===== src/rtl/inst_encoder_pkg.sv =====
// Shared encoder definitions: opcode/funct3 constants, instruction-type
// codes, LI expansion constants, the field bundle fed to inst_pack and a
// sign-fit helper used by the range checks.
package inst_encoder_pkg;

  localparam int unsigned ILEN      = 32;
  localparam int unsigned REG_W     = 5;
  localparam int unsigned OPCODE_W  = 7;
  localparam int unsigned FUNCT3_W  = 3;
  localparam int unsigned FUNCT7_W  = 7;
  localparam int unsigned ITYPE_W   = 3;

  // Instruction format codes
  localparam logic [ITYPE_W-1:0] TYPE_R = 3'd0;
  localparam logic [ITYPE_W-1:0] TYPE_I = 3'd1;
  localparam logic [ITYPE_W-1:0] TYPE_S = 3'd2;
  localparam logic [ITYPE_W-1:0] TYPE_B = 3'd3;
  localparam logic [ITYPE_W-1:0] TYPE_U = 3'd4;
  localparam logic [ITYPE_W-1:0] TYPE_J = 3'd5;

  // Major opcodes
  localparam logic [OPCODE_W-1:0] OP_LUI      = 7'h37;
  localparam logic [OPCODE_W-1:0] OP_OP       = 7'h33;
  localparam logic [OPCODE_W-1:0] OP_OP_IMM   = 7'h13;
  localparam logic [OPCODE_W-1:0] OP_OP_IMM_32 = 7'h1B;
  localparam logic [OPCODE_W-1:0] OP_STORE    = 7'h23;
  localparam logic [OPCODE_W-1:0] OP_BRANCH   = 7'h63;
  localparam logic [OPCODE_W-1:0] OP_JAL      = 7'h6F;

  // funct3 values
  localparam logic [FUNCT3_W-1:0] F3_ADDI = 3'b000;
  localparam logic [FUNCT3_W-1:0] F3_SLLI = 3'b001;
  localparam logic [FUNCT3_W-1:0] F3_SRXI = 3'b101;

  localparam logic [ILEN-1:0] INST_NOP = 32'h0000_0013;

  // LI expansion constants
  localparam int unsigned         LI_LO_W   = 12;
  localparam logic [REG_W-1:0]    LI_X0     = 5'd0;
  localparam logic [FUNCT3_W-1:0] LI_F3_ADD = F3_ADDI;

  // Field bundle presented to inst_pack (immediate travels separately)
  typedef struct packed {
    logic [ITYPE_W-1:0]  itype;
    logic [OPCODE_W-1:0] opcode;
    logic [FUNCT3_W-1:0] funct3;
    logic [FUNCT7_W-1:0] funct7;
    logic [REG_W-1:0]    rd;
    logic [REG_W-1:0]    rs1;
    logic [REG_W-1:0]    rs2;
  } pack_req_t;

  typedef enum logic [1:0] {
    ST_IDLE  = 2'd0,
    ST_FULL  = 2'd1,
    ST_FULL2 = 2'd2
  } enc_state_e;

  // True when v (already sign-extended to 64 bits) fits an n-bit signed field
  function automatic logic sfits(input logic [63:0] v, input int unsigned n);
    logic signed [63:0] sh;
    sh = $signed(v) >>> (n - 1);
    return (sh == 64'sd0) || (&sh);
  endfunction

endpackage


===== src/rtl/inst_encoder_pack.sv =====
// inst_pack: combinational instruction-word builder.
// Ports: req_i  - format, opcode, funct3/funct7 and register fields
//        imm_i  - signed, unscrambled immediate (XLEN bits)
//        word_o - encoded 32-bit instruction
//        err_o  - immediate not representable (field is still truncated in)
module inst_pack
  import inst_encoder_pkg::*;
#(
  parameter int unsigned XLEN = 32
) (
  input  pack_req_t        req_i,
  input  logic [XLEN-1:0]  imm_i,
  output logic [ILEN-1:0]  word_o,
  output logic             err_o
);

  logic [63:0] imm64;
  logic        is_shift;
  logic        shamt6;

  assign imm64 = 64'($signed(imm_i));

  // Shift-immediates carry funct7[6:1] above a 5- or 6-bit shamt
  assign is_shift = (req_i.itype == TYPE_I)
                 && ((req_i.opcode == OP_OP_IMM) || (req_i.opcode == OP_OP_IMM_32))
                 && ((req_i.funct3 == F3_SLLI) || (req_i.funct3 == F3_SRXI));
  assign shamt6   = (XLEN == 64) && (req_i.opcode == OP_OP_IMM);

  // Field placement and immediate scrambling per format
  always_comb begin
    word_o = '0;
    err_o  = 1'b0;
    unique case (req_i.itype)
      TYPE_R: begin
        word_o = {req_i.funct7, req_i.rs2, req_i.rs1, req_i.funct3, req_i.rd, req_i.opcode};
      end
      TYPE_I: begin
        if (is_shift && shamt6) begin
          word_o = {req_i.funct7[6:1], imm64[5:0], req_i.rs1, req_i.funct3, req_i.rd, req_i.opcode};
          err_o  = (imm64[63:6] != '0);
        end else if (is_shift) begin
          word_o = {req_i.funct7, imm64[4:0], req_i.rs1, req_i.funct3, req_i.rd, req_i.opcode};
          err_o  = (imm64[63:5] != '0);
        end else begin
          word_o = {imm64[11:0], req_i.rs1, req_i.funct3, req_i.rd, req_i.opcode};
          err_o  = !sfits(imm64, 12);
        end
      end
      TYPE_S: begin
        word_o = {imm64[11:5], req_i.rs2, req_i.rs1, req_i.funct3, imm64[4:0], req_i.opcode};
        err_o  = !sfits(imm64, 12);
      end
      TYPE_B: begin
        word_o = {imm64[12], imm64[10:5], req_i.rs2, req_i.rs1, req_i.funct3,
                  imm64[4:1], imm64[11], req_i.opcode};
        err_o  = !sfits(imm64, 13) || imm64[0];
      end
      TYPE_U: begin
        word_o = {imm64[31:12], req_i.rd, req_i.opcode};
        err_o  = (imm64[11:0] != '0) || !sfits(imm64, 32);
      end
      TYPE_J: begin
        word_o = {imm64[20], imm64[10:1], imm64[11], imm64[19:12], req_i.rd, req_i.opcode};
        err_o  = !sfits(imm64, 21) || imm64[0];
      end
      default: begin
        word_o = '0;
        err_o  = 1'b1;
      end
    endcase
  end

endmodule


===== src/rtl/inst_encoder.sv =====
// inst_encoder: builds RISC-V instruction words from structured fields and
// expands LI rd, imm into ADDI / LUI / LUI+ADDI(W). One registered output
// word with valid/ready on both sides.
// Ports: clock, reset_n         - clock, async active-low reset
//        in_*                   - request handshake and fields
//        out_valid/out_ready    - output handshake
//        out_inst/out_last/out_err - encoded word, last-of-request, range error
module inst_encoder
  import inst_encoder_pkg::*;
#(
  parameter int unsigned XLEN = 32
) (
  input  logic                clock,
  input  logic                reset_n,
  input  logic                in_valid,
  output logic                in_ready,
  input  logic                in_pseudo,
  input  logic [ITYPE_W-1:0]  in_itype,
  input  logic [OPCODE_W-1:0] in_opcode,
  input  logic [FUNCT3_W-1:0] in_funct3,
  input  logic [FUNCT7_W-1:0] in_funct7,
  input  logic [REG_W-1:0]    in_rd,
  input  logic [REG_W-1:0]    in_rs1,
  input  logic [REG_W-1:0]    in_rs2,
  input  logic [XLEN-1:0]     in_imm,
  output logic                out_valid,
  input  logic                out_ready,
  output logic [ILEN-1:0]     out_inst,
  output logic                out_last,
  output logic                out_err
);

  enc_state_e           state_q, state_d;
  logic                 valid_q, valid_d;
  logic [ILEN-1:0]      inst_q, inst_d;
  logic                 last_q, last_d;
  logic                 err_q, err_d;
  logic [REG_W-1:0]     sec_rd_q, sec_rd_d;
  logic [LI_LO_W-1:0]   sec_lo_q, sec_lo_d;

  logic                 accept;
  logic                 emit;

  logic [63:0]          imm64;
  logic [XLEN-1:0]      lo_ext;
  logic [31:0]          hi32;
  logic [XLEN-1:0]      lui_imm;
  logic                 li_fit12;
  logic                 li_wide;
  logic                 li_use_lui;
  logic                 li_two;

  pack_req_t            pack_req;
  logic [XLEN-1:0]      pack_imm;
  logic [ILEN-1:0]      pack_word;
  logic                 pack_err;

  assign in_ready = (state_q == ST_IDLE) || ((state_q == ST_FULL) && out_ready);
  assign accept   = in_valid && in_ready;
  assign emit     = valid_q && out_ready;

  assign out_valid = valid_q;
  assign out_inst  = inst_q;
  assign out_last  = last_q;
  assign out_err   = err_q;

  // LI split: lo is the sign-extended low 12 bits, hi absorbs the rounding
  assign imm64      = 64'($signed(in_imm));
  assign lo_ext     = XLEN'($signed(in_imm[LI_LO_W-1:0]));
  assign hi32       = 32'(in_imm - lo_ext);
  assign lui_imm    = XLEN'($signed(hi32));
  assign li_fit12   = sfits(imm64, 12);
  assign li_wide    = (XLEN == 64) && !sfits(imm64, 32);
  assign li_use_lui = !li_fit12 && !li_wide;
  assign li_two     = li_use_lui && (in_imm[LI_LO_W-1:0] != '0);

  // Field mux into the single packer: pending LI tail, LI head, or raw request
  always_comb begin
    pack_req = '0;
    pack_imm = '0;
    if (state_q == ST_FULL2) begin
      pack_req.itype  = TYPE_I;
      pack_req.opcode = (XLEN == 64) ? OP_OP_IMM_32 : OP_OP_IMM;
      pack_req.funct3 = LI_F3_ADD;
      pack_req.rd     = sec_rd_q;
      pack_req.rs1    = sec_rd_q;
      pack_imm        = XLEN'($signed(sec_lo_q));
    end else if (in_pseudo) begin
      pack_req.rd = in_rd;
      if (li_use_lui) begin
        pack_req.itype  = TYPE_U;
        pack_req.opcode = OP_LUI;
        pack_imm        = lui_imm;
      end else begin
        pack_req.itype  = TYPE_I;
        pack_req.opcode = OP_OP_IMM;
        pack_req.funct3 = LI_F3_ADD;
        pack_req.rs1    = LI_X0;
        pack_imm        = lo_ext;
      end
    end else begin
      pack_req.itype  = in_itype;
      pack_req.opcode = in_opcode;
      pack_req.funct3 = in_funct3;
      pack_req.funct7 = in_funct7;
      pack_req.rd     = in_rd;
      pack_req.rs1    = in_rs1;
      pack_req.rs2    = in_rs2;
      pack_imm        = in_imm;
    end
  end

  inst_pack #(
    .XLEN (XLEN)
  ) u_pack (
    .req_i  (pack_req),
    .imm_i  (pack_imm),
    .word_o (pack_word),
    .err_o  (pack_err)
  );

  // Next-state and output-register logic
  always_comb begin
    state_d  = state_q;
    valid_d  = valid_q;
    inst_d   = inst_q;
    last_d   = last_q;
    err_d    = err_q;
    sec_rd_d = sec_rd_q;
    sec_lo_d = sec_lo_q;

    if (state_q == ST_FULL2) begin
      // Head word leaves; the tail built from saved rd/lo replaces it
      if (emit) begin
        state_d = ST_FULL;
        inst_d  = pack_word;
        last_d  = 1'b1;
        err_d   = pack_err;
      end
    end else if (accept) begin
      valid_d  = 1'b1;
      inst_d   = pack_word;
      if (in_pseudo) begin
        state_d = li_two ? ST_FULL2 : ST_FULL;
        last_d  = !li_two;
        err_d   = pack_err || li_wide;
      end else begin
        state_d = ST_FULL;
        last_d  = 1'b1;
        err_d   = pack_err;
      end
      sec_rd_d = in_rd;
      sec_lo_d = in_imm[LI_LO_W-1:0];
    end else if (emit) begin
      state_d = ST_IDLE;
      valid_d = 1'b0;
    end
  end

  always_ff @(posedge clock or negedge reset_n) begin
    if (!reset_n) begin
      state_q  <= ST_IDLE;
      valid_q  <= 1'b0;
      inst_q   <= '0;
      last_q   <= 1'b0;
      err_q    <= 1'b0;
      sec_rd_q <= '0;
      sec_lo_q <= '0;
    end else begin
      state_q  <= state_d;
      valid_q  <= valid_d;
      inst_q   <= inst_d;
      last_q   <= last_d;
      err_q    <= err_d;
      sec_rd_q <= sec_rd_d;
      sec_lo_q <= sec_lo_d;
    end
  end

endmodule


===== config.mk =====
export PLATFORM = sky130hd
export DESIGN_NAME = inst_encoder
export DESIGN_NICKNAME = d
export VERILOG_FILES = /design/src/rtl/inst_encoder_pkg.sv /design/src/rtl/inst_encoder_pack.sv /design/src/rtl/inst_encoder.sv
export SDC_FILE = /design/constraint.sdc
export NUM_CORES = 1
export LEC_CHECK = 0
export ABC_AREA = 1
export CORE_MARGIN = 1.5
export CORE_UTILIZATION = 45
export DETAILED_ROUTE_END_ITERATION = 6
export GPL_ROUTABILITY_DRIVEN = 0
export GPL_TIMING_DRIVEN = 1
export PLACE_DENSITY_LB_ADDON = 0.1
export SYNTH_ARGS = -nofsm -noshare
export SYNTH_HDL_FRONTEND = slang
export SYNTH_SLANG_ARGS = --single-unit

===== constraint.sdc =====
create_clock -name clock -period 2.2 [get_ports clock]
set_input_delay 0.55 -clock clock [delete_from_list [all_inputs] [get_ports clock]]
set_output_delay 0.55 -clock clock [all_outputs]
set_load 0.02 [all_outputs]

==> flow_metrics.tcl <==
set metrics [dict create \
    reg2reg_depth 18 \
    peakVddDrop_uv 859 \
    die_area_sq_um 12800 \
    grtUsageTotal_pct 34.7 \
    final_antenna_net_count 0 \
    setup_ws_ps -956 \
    final_util_pct 80.8 \
    grt_max_degree 55 \
    power.density_nw_per_um2 991 \
    fmax_mhz 317 \
    violations "negative setup slack" \
    rrSetupSlack_ps -590 \
    end_kind "flip-flop" \
    status "finished with violations" \
    arrival_ps 3350 \
    firstDrtPassIters 6 \
    coreArea_sq_um 12000 \
    critical_path_class "in2reg" \
    ys_ff_latch 54 \
    pwr-share-seq_pct 17.7 \
    chipHeight_um 113 \
    pwr-share-clk_pct 9.4 \
    crit_path_max_fanout 5 \
    design_area_sq_um 9660 \
    die-width_um 113 \
    syn_to_final_growth_pct 76.4 \
    worst_slew_pin_slew_ps 656 \
    antenna_found_initial 0 \
    holdBufCountCts 0 \
    grt_setup_unrepaired "true" \
    clkTransAtPathRegs_ps 70 \
    synthDominantCellAreaShare_pct 24.9 \
    initial_core_util_pct 45.8 \
    h-tree-depth 2 \
    final_nets 1324 \
    slew_viol_final 0 \
    synth_flop_cell "dfrtp_1" \
    rows 40 \
    synth_nets 1028 \
    fin_tns_setup_ps -11180 \
    hold-worst-slack_ps 232 \
    grt_first_pass_wirelength_mm 35.5 \
    preCtsSetupSlack_ps -1510 \
    yosysMostFrequentCell "nand2_1" \
    hold_viol 0 \
    synth.area.top_cells "nand2_1, dfrtp_1, nand3_1" \
    timing.rr.end "out_err" \
    portBuffers 107 \
    io_pins 108 \
    fin_skew_ps 4.39 \
    routed_wirelength_mm 24.1 \
    clk_latency_ps 290 \
    cts_sinks 54 \
    postSynthAreaPerCell_sq_um 5.86 \
    slew_headroom_pct 56.2 \
    p_leak_nw 4.78 \
    cts_tree "done" \
    hp-class "in2async" \
    post-route-drc-count 0 \
    synth.distinct_cells 47 \
    drive_above_1_share_pct 37.5 \
    pwr-share-comb_pct 72.9 \
    n_antenna_cell 0 \
    syn_inst 934 \
    nFillCells 770 \
    async_flop_share_pct 100 \
    vias_per_cell 5.69 \
    dp_hpwl_mm 15.5 \
    worstPathRequired_ps 2390 \
    yosysWarnings 0 \
    power.switching_mw 4.52 \
    grt_overflow 0 \
    first_global_vias 7160 \
    synth_edf_count 0 \
    yosysTopAreaCell "nand2_1" \
    clock_path_buffers 2 \
    netlist_area_sq_um 5480 \
    drv_cap 0 \
    p_int_mw 5.06 \
    min_period_ps 3160 \
    setup_viol 31 \
    seq_area_frac_synth_pct 24.7 \
    via_count 7835 \
    switching_share_pct 47.2 \
    placed_area_sq_um 7930 \
    root_buffer "clkbuf_16" \
    synthTopCellsByCount "nand2_1, inv_1, nor2_1" \
    post-route-period-util_pct 143 \
    cts_buffers 5 \
    routedWlPerCell_um 17.5 \
    rr_startpoint "state_q[1]" \
    crit_path_start_kind "input pin" \
    drtIter0Drc 778 \
]
==> cells by family (layout without fill, tap and decap cells) <==
group	count (synthesis)	in the layout	share of synthesized area (%)
buf+inv	135	432	9.52
flops	54	54	24.7
simple gates	606	606	47.6
compound gates	110	110	12.0
xor+xnor	7	7	1.12
fa+ha+maj	22	22	5.03
==> worst max-delay path by stage <==
stage,from,end,slack [ps],depth (start not counted)
4_1_cts,in_imm[11],out_err,-620,28
6_report,in_imm[11],out_err,-960,26
5_1_grt,in_imm[11],out_err,-1110,26
3_3_place_gp,in_imm[11],out_err,-1430,24
3_5_place_dp,in_imm[11],out_err,-1510,24
2_1_floorplan,in_imm[11],out_err,-700,20
==> power by group through the flow <==
stage          Combinational [mW]  Sequential (mW)  Clock (mW)
2_1_floorplan                2.55             2.01           0
3_3_place_gp                 5.39             1.69           0
3_5_place_dp                 5.43             1.70           0
4_1_cts                      6.31             1.68       0.903
5_1_grt                      7.43             1.74       0.955
6_report                     6.98             1.70       0.899
==> metrics by stage <==
step           total power [mW]  cells
2_1_floorplan              4.56    934
3_3_place_gp               7.08   1329
3_5_place_dp               7.13   1329
4_1_cts                    8.89   1363
5_1_grt                    10.1   1378
6_report                   9.58   1378
==> worst max-delay path, cell delays in order <==
cell and delay, ps:
buf_8 80, clkinvlp_4 130, buf_4 170, buf_12 140, ha_4 300, inv_1 40, nor2_1 120, nand2_1 110
nand3_2 100, nand2_2 100, nand2_1 110, nand2_1 70, nand2_1 90, nand3_2 80, nand2_2 100, nand2_2 70
nor2_1 130, nand3_1 130, nor2_1 170, nand3_1 90, nand2_1 90, nand2_1 80, nand2_1 80, nand3_2 70
nand2_1 80, inv_1 50
==> what timing repair did <==
item,4_1_cts,5_1_grt
gates cloned,4,0
pin swaps,93,62
gates resized for setup,267,88
endpoints found under the setup margin,37,37
buffers inserted,23,16
==> placed cells by master, fill, tap and decap left out, drive strengths merged, types with 2 or more instances in the layout <==
master / count
and2: 4
dfrtp: 54
inv: 113
nand2: 372
or2: 5
o21ai: 47
nor3: 9
nand4: 18
buf: 205
o31ai: 2
clkbuf: 7
ha: 22
a21oi: 37
clkdlybuf4s50: 84
xnor2: 2
nand3b: 4
nand3: 92
o211ai: 3
a22oi: 5
xor2: 5
dlygate4sd2: 18
nor4: 4
nor2: 98
clkinvlp: 2
o21bai: 2
a21boi: 2
o22ai: 7
==> metal layers <==
metal / vias to the layer above / track usage (%) / routed length, um
met1: 3613 / 47.8 / 9770
met5: - / 0 / 0
met4: 0 / 11.1 / 1040
li1: 3593 / - / -
met2: 496 / 54.7 / 10700
met3: 133 / 7.02 / 2590
==> state kept, by name, summed over array words and instances, names as in the netlist <==
register / flops
out_inst: 32
out_err: 1
state_q: 2
sec_rd_q: 5
sec_lo_q: 12
out_last: 1
out_valid: 1
==> cell type report <==
type / count / area, sq um / area share [%]
multi-input combinational: 745 / 4690 / 48.6
timing repair buffer: 310 / 2830 / 29.2
sequential: 54 / 1350 / 14.0
inverter: 114 / 442 / 4.57
tap: 147 / 184 / 1.90
clock buffer: 6 / 129 / 1.33
clock inverter: 2 / 37.5 / 0.388
No activity file was read; power rests on OpenSTA's default activity.
==> RTL edit 1: new RTL, same flow settings <==
The 3 states of `enc_state_e` get a one-hot encoding in 3 bits.
--- a/src/rtl/inst_encoder_pkg.sv
+++ b/src/rtl/inst_encoder_pkg.sv
@@ -52,6 +52,6 @@
 
-  typedef enum logic [1:0] {
-    ST_IDLE  = 2'd0,
-    ST_FULL  = 2'd1,
-    ST_FULL2 = 2'd2
+  typedef enum logic [2:0] {
+    ST_IDLE  = 3'b001,
+    ST_FULL  = 3'b010,
+    ST_FULL2 = 3'b100
   } enc_state_e;
Behaviour: same outputs for any inputs over 10 cycles, from zero or initial values and one cycle with reset_n low; not proved beyond that.
==> RTL edit 1 against the original RTL <==
- area after synthesis grew 2.4%
- worst hold slack gained 0.022 ns
- final cell count grew 4.6%
- largest cell class unchanged
- register-to-register slack gained 0.10 ns
- routed wire length grew 8.3%
- the flow still finishes with violations (setup timing)
- sequential cell count grew 1
- total power shrank 8.5%
- cell area grew 1.4%
- synthesized cell count grew 4.0%
- worst setup slack lost 0.065 ns
==> RTL edit 1: results (changes against the original RTL) <==
| Metric | Value |
|---|---|
| Outcome | `finished with violations (unchanged)` |
| Failing checks | `setup timing (unchanged)` |
| Routed WL per cell | `18.1 µm (was 17.5 µm)` |
| Ratio of cells with drive above 1 in the final layout | `36.8% (was 37.5%)` |
| Final worst slack | `-1.02 ns (was -0.956 ns)` |
| Setup-failing EPs final | `33 (was 31)` |
| Seq/Total Area, Yosys | `24.6% (was 24.7%)` |
| Final TNS setup | `-13.14 ns (was -11.18 ns)` |
| Xor and xnor fraction of the mapped netlist area | `1.25% (was 1.12%)` |
| Largest net degree at the start of global routing | `39 (was 55)` |
| Post-Syn Nets | `1,065 (was 1,028)` |
| Crit path max fanout | `4 (was 5)` |
| Combinational Power Share | `70.0% (was 72.9%)` |
| Met1 Use GR | `47.7% (was 47.8%)` |
| # resized after CTS | `220 (was 267)` |
| Post-synthesis adder-cell area fraction | `4.91% (was 5.03%)` |
| Skew final | `0.00915 ns (was 0.00439 ns)` |
| CP max stage delay | `0.43 ns (was 0.30 ns)` |
| Arrival @ worst endpoint | `3.41 ns (was 3.35 ns)` |
| First-pass GRT wire length | `36,200 µm (was 35,500 µm)` |
| HPWL after DPL | `16,600 µm (was 15,500 µm)` |
| Net load switching power | `4070 µW (was 4520 µW)` |
| RR Startpoint | `state_q[0] (was state_q[1])` |
| Met2 wire len | `11,500 µm (was 10,700 µm)` |
| Placed cell areas | `8170 µm² (was 7930 µm²)` |
| GRT Overall Usage | `35.4% (was 34.7%)` |
| VDD IR max | `1.03 mV (was 0.859 mV)` |
| Ranking of synthesized cells by area | `dfrtp_1 24%, nand2_1 23%, nor2_1 8.3% (was nand2_1 25%, dfrtp_1 25%, nand3_1 7.9%)` |
| Total setup buffers inserted after CTS | `19 (was 23)` |
| Initial DRC count | `1,094 (was 778)` |
RTL edit 1: changes by cell type after synthesis, moves of 9 or more:
| cell | change |
|---|---|
| nand2_1 | -18 |
| inv_1 | +14 |
| nor2_1 | +31 |
| nand3_1 | -17 |
| o21ai_0 | +9 |
RTL edit 1: final cells by class:
type | instances | area, µm² | share of cell area (%)
clock buffers | 6 | 139 | 1.42
clock inverters | 2 | 35.0 | 0.358
inverters | 136 | 528 | 5.39
multi-input cells | 756 | 4670 | 47.6
flip-flops and latches | 55 | 1380 | 14.1
well taps | 168 | 210 | 2.15
repair buffers | 318 | 2840 | 29.0
RTL edit 1: power groups by stage:
stage / Sequential, µW / Combinational (µW) / Clock [µW]
floorplan: 2000 / 2300 / 0
global placement: 1690 / 4840 / 0
detailed placement: 1700 / 4890 / 0
CTS: 1690 / 5540 / 945
global route: 1740 / 6530 / 993
finish: 1690 / 6140 / 937
==> RTL edit 2: new RTL, same settings <==
Made on the original files. Make the reset (`reset_n`) synchronous in one clocked block. Comments in the files are not updated.
--- a/src/rtl/inst_encoder.sv
+++ b/src/rtl/inst_encoder.sv
@@ -159,3 +159,3 @@
 
-  always_ff @(posedge clock or negedge reset_n) begin
+  always_ff @(posedge clock) begin
     if (!reset_n) begin
Function: differs if reset_n is asserted again (counterexample within 4 cycles, from zero or initial values and one cycle with reset_n low); with reset_n held inactive, the same outputs for 4 cycles.
==> RTL edit 2 against the original RTL <==
- the run still ends with setup timing left
- sequential cell count stayed put
- cell area is 0.91% higher
- fmax is 9.8% higher
- routed wire length is 0.82% higher
- area after synthesis is 0.69% higher
- worst setup slack better by 0.28 ns
- core utilization is 0.73 points higher
Power is not compared: it rests on default switching activity, and its combinational part moved more than twofold at a synthesized area within 25%.
==> RTL edit 2: results (changes against the original RTL) <==
| Metric | Value |
|---|---|
| Final worst slack | `-0.674 ns (was -0.956 ns)` |
| Worst hold path class | `register to register (was input port to asynchronous set/reset pin)` |
| Ratio of cells with drive above 1 in the final layout | `36.1% (was 37.5%)` |
| Largest net degree at the start of global routing | `38 (was 55)` |
| Crit path max fanout | `5 (unchanged)` |
| Hold endpoint | `sec_lo_q[6]` |
| Mapped Area | `5520 µm² (was 5480 µm²)` |
| CP max stage delay | `0.29 ns` |
| FF-to-FF path depth | `17 (was 18)` |
| GRT Overall Usage | `33.9% (was 34.7%)` |
| Antenna cells | `0 (unchanged)` |
| R2R setup slack | `-0.12 ns (was -0.59 ns)` |
| Vias in the first global route | `7,002 (was 7,160)` |
| Post-synth top cells | `302 x nand2_1, 139 x inv_1, 113 x nor2_1 (was 363 x nand2_1, 109 x inv_1, 93 x nor2_1)` |
| Setup-failing EPs final | `33 (was 31)` |
| Slowest-stage cell, CP | `ha_4 (unchanged)` |
| Worst-path clk slew | `0.08 ns` |
| Worst Tran Pin Value | `0.448 ns (was 0.656 ns)` |
| First-pass GRT wire length | `34,800 µm (was 35,500 µm)` |
| Post-synthesis adder-cell area fraction | `4.99% (was 5.03%)` |
| Final TNS setup | `-14.34 ns (was -11.18 ns)` |
| Skew final | `0.00756 ns (was 0.00439 ns)` |
| Failing checks | `setup timing (unchanged)` |
| Xor and xnor fraction of the mapped netlist area | `0.476% (was 1.12%)` |
| Vias | `8,021 (was 7,835)` |
| Routed WL per cell | `17.0 µm (was 17.5 µm)` |
| Critical Path Sink | `out_err (unchanged)` |
| Main synth FF type | `dfxtp_1 (was dfrtp_1)` |
| Drt pass-1 iters | `7 (was 6)` |
| Initial DRC count | `907 (was 778)` |
| Compound-Gate Fraction of Synth Area | `17.6% (was 12.0%)` |
| Ranking of synthesized cells by area | `nand2_1 21%, dfxtp_1 20%, inv_1 9.5% (was nand2_1 25%, dfrtp_1 25%, nand3_1 7.9%)` |
| Crit path from | `in_imm[11] (unchanged)` |
| Fin nets | `1,373 (was 1,324)` |
| Seq/Total Area, Yosys | `19.6% (was 24.7%)` |
| HPWL after DPL | `16,200 µm (was 15,500 µm)` |
| Hold Vio Cnt, Final | `0 (unchanged)` |
| RR Startpoint | `state_q[1] (unchanged)` |
| Initial antenna violation count | `0 (unchanged)` |
| Arrival @ worst endpoint | `3.07 ns (was 3.35 ns)` |
| Outcome | `finished with violations (unchanged)` |
| Async SR Flop Fraction | `0% (was 100%)` |
| Post-Syn Nets | `1,089 (was 1,028)` |
| Leak | `0.00447 µW` |
| Worst r2r dst | `out_inst[25] (was out_err)` |
[RTL edit 2: metal layers]
layer	wire (µm)	GRT usage [%]
met1	10000	47.5
met2	10800	52.0
met3	2660	7.81
met4	816	9.92
met5	0	0
[RTL edit 2: area by class of cell]
class	instances	area [µm²]
clock buffers	5	125
clock inverters	3	47.5
fillers	815	2210
inverters	151	609
multi-input cells	762	4890
flip-flops and latches	54	1080
well taps	147	184
repair buffers	305	2820
[RTL edit 2: per-stage QoR]
stage | util [%] | cells | area [µm²] | hold slack (ns) | setup slack, ns
2_1_floorplan | - | 995 | 5700 | 0.425 | -0.884
3_3_place_gp | 67.9 | 1388 | 8120 | 0.433 | -1.50
3_5_place_dp | 67.9 | 1388 | 8120 | 0.439 | -1.49
4_1_cts | 77.3 | 1413 | 9240 | 0.449 | -0.505
5_1_grt | 81.5 | 1427 | 9750 | 0.464 | -0.899
6_report | 81.5 | 1427 | 9750 | 0.452 | -0.674
[RTL edit 2: timing repair]
action                                 4_1_cts  5_1_grt
setup endpoints to repair                   37       35
endpoints found under the hold margin        0        0
resized for setup                          218      102
buffers inserted                            15       15
pin swaps                                   75       60
gates cloned                                 3        1
[RTL edit 2: worst register-to-register path, stage by stage, from the launching register on]
cell and delay [ns]:
dfxtp_1 0.32, inv_1 0.10, nor2_4 0.06, nor2_2 0.18, buf_4 0.25, nand2_1 0.11, nor3_1 0.26, nand2_2 0.08
inv_2 0.09, nand2_4 0.07, nor2_4 0.14, nor2_4 0.05, inv_4 0.09, buf_6 0.10, nand3_2 0.05, o211ai_1 0.09
nand2_1 0.10, a21oi_2 0.13
[RTL edit 2: power by group]
part | switching, µW | internal [µW]
Combinational | 1440 | 1170
Clock | 391 | 544
Sequential | 40.7 | 1060
Total | 1870 | 2780
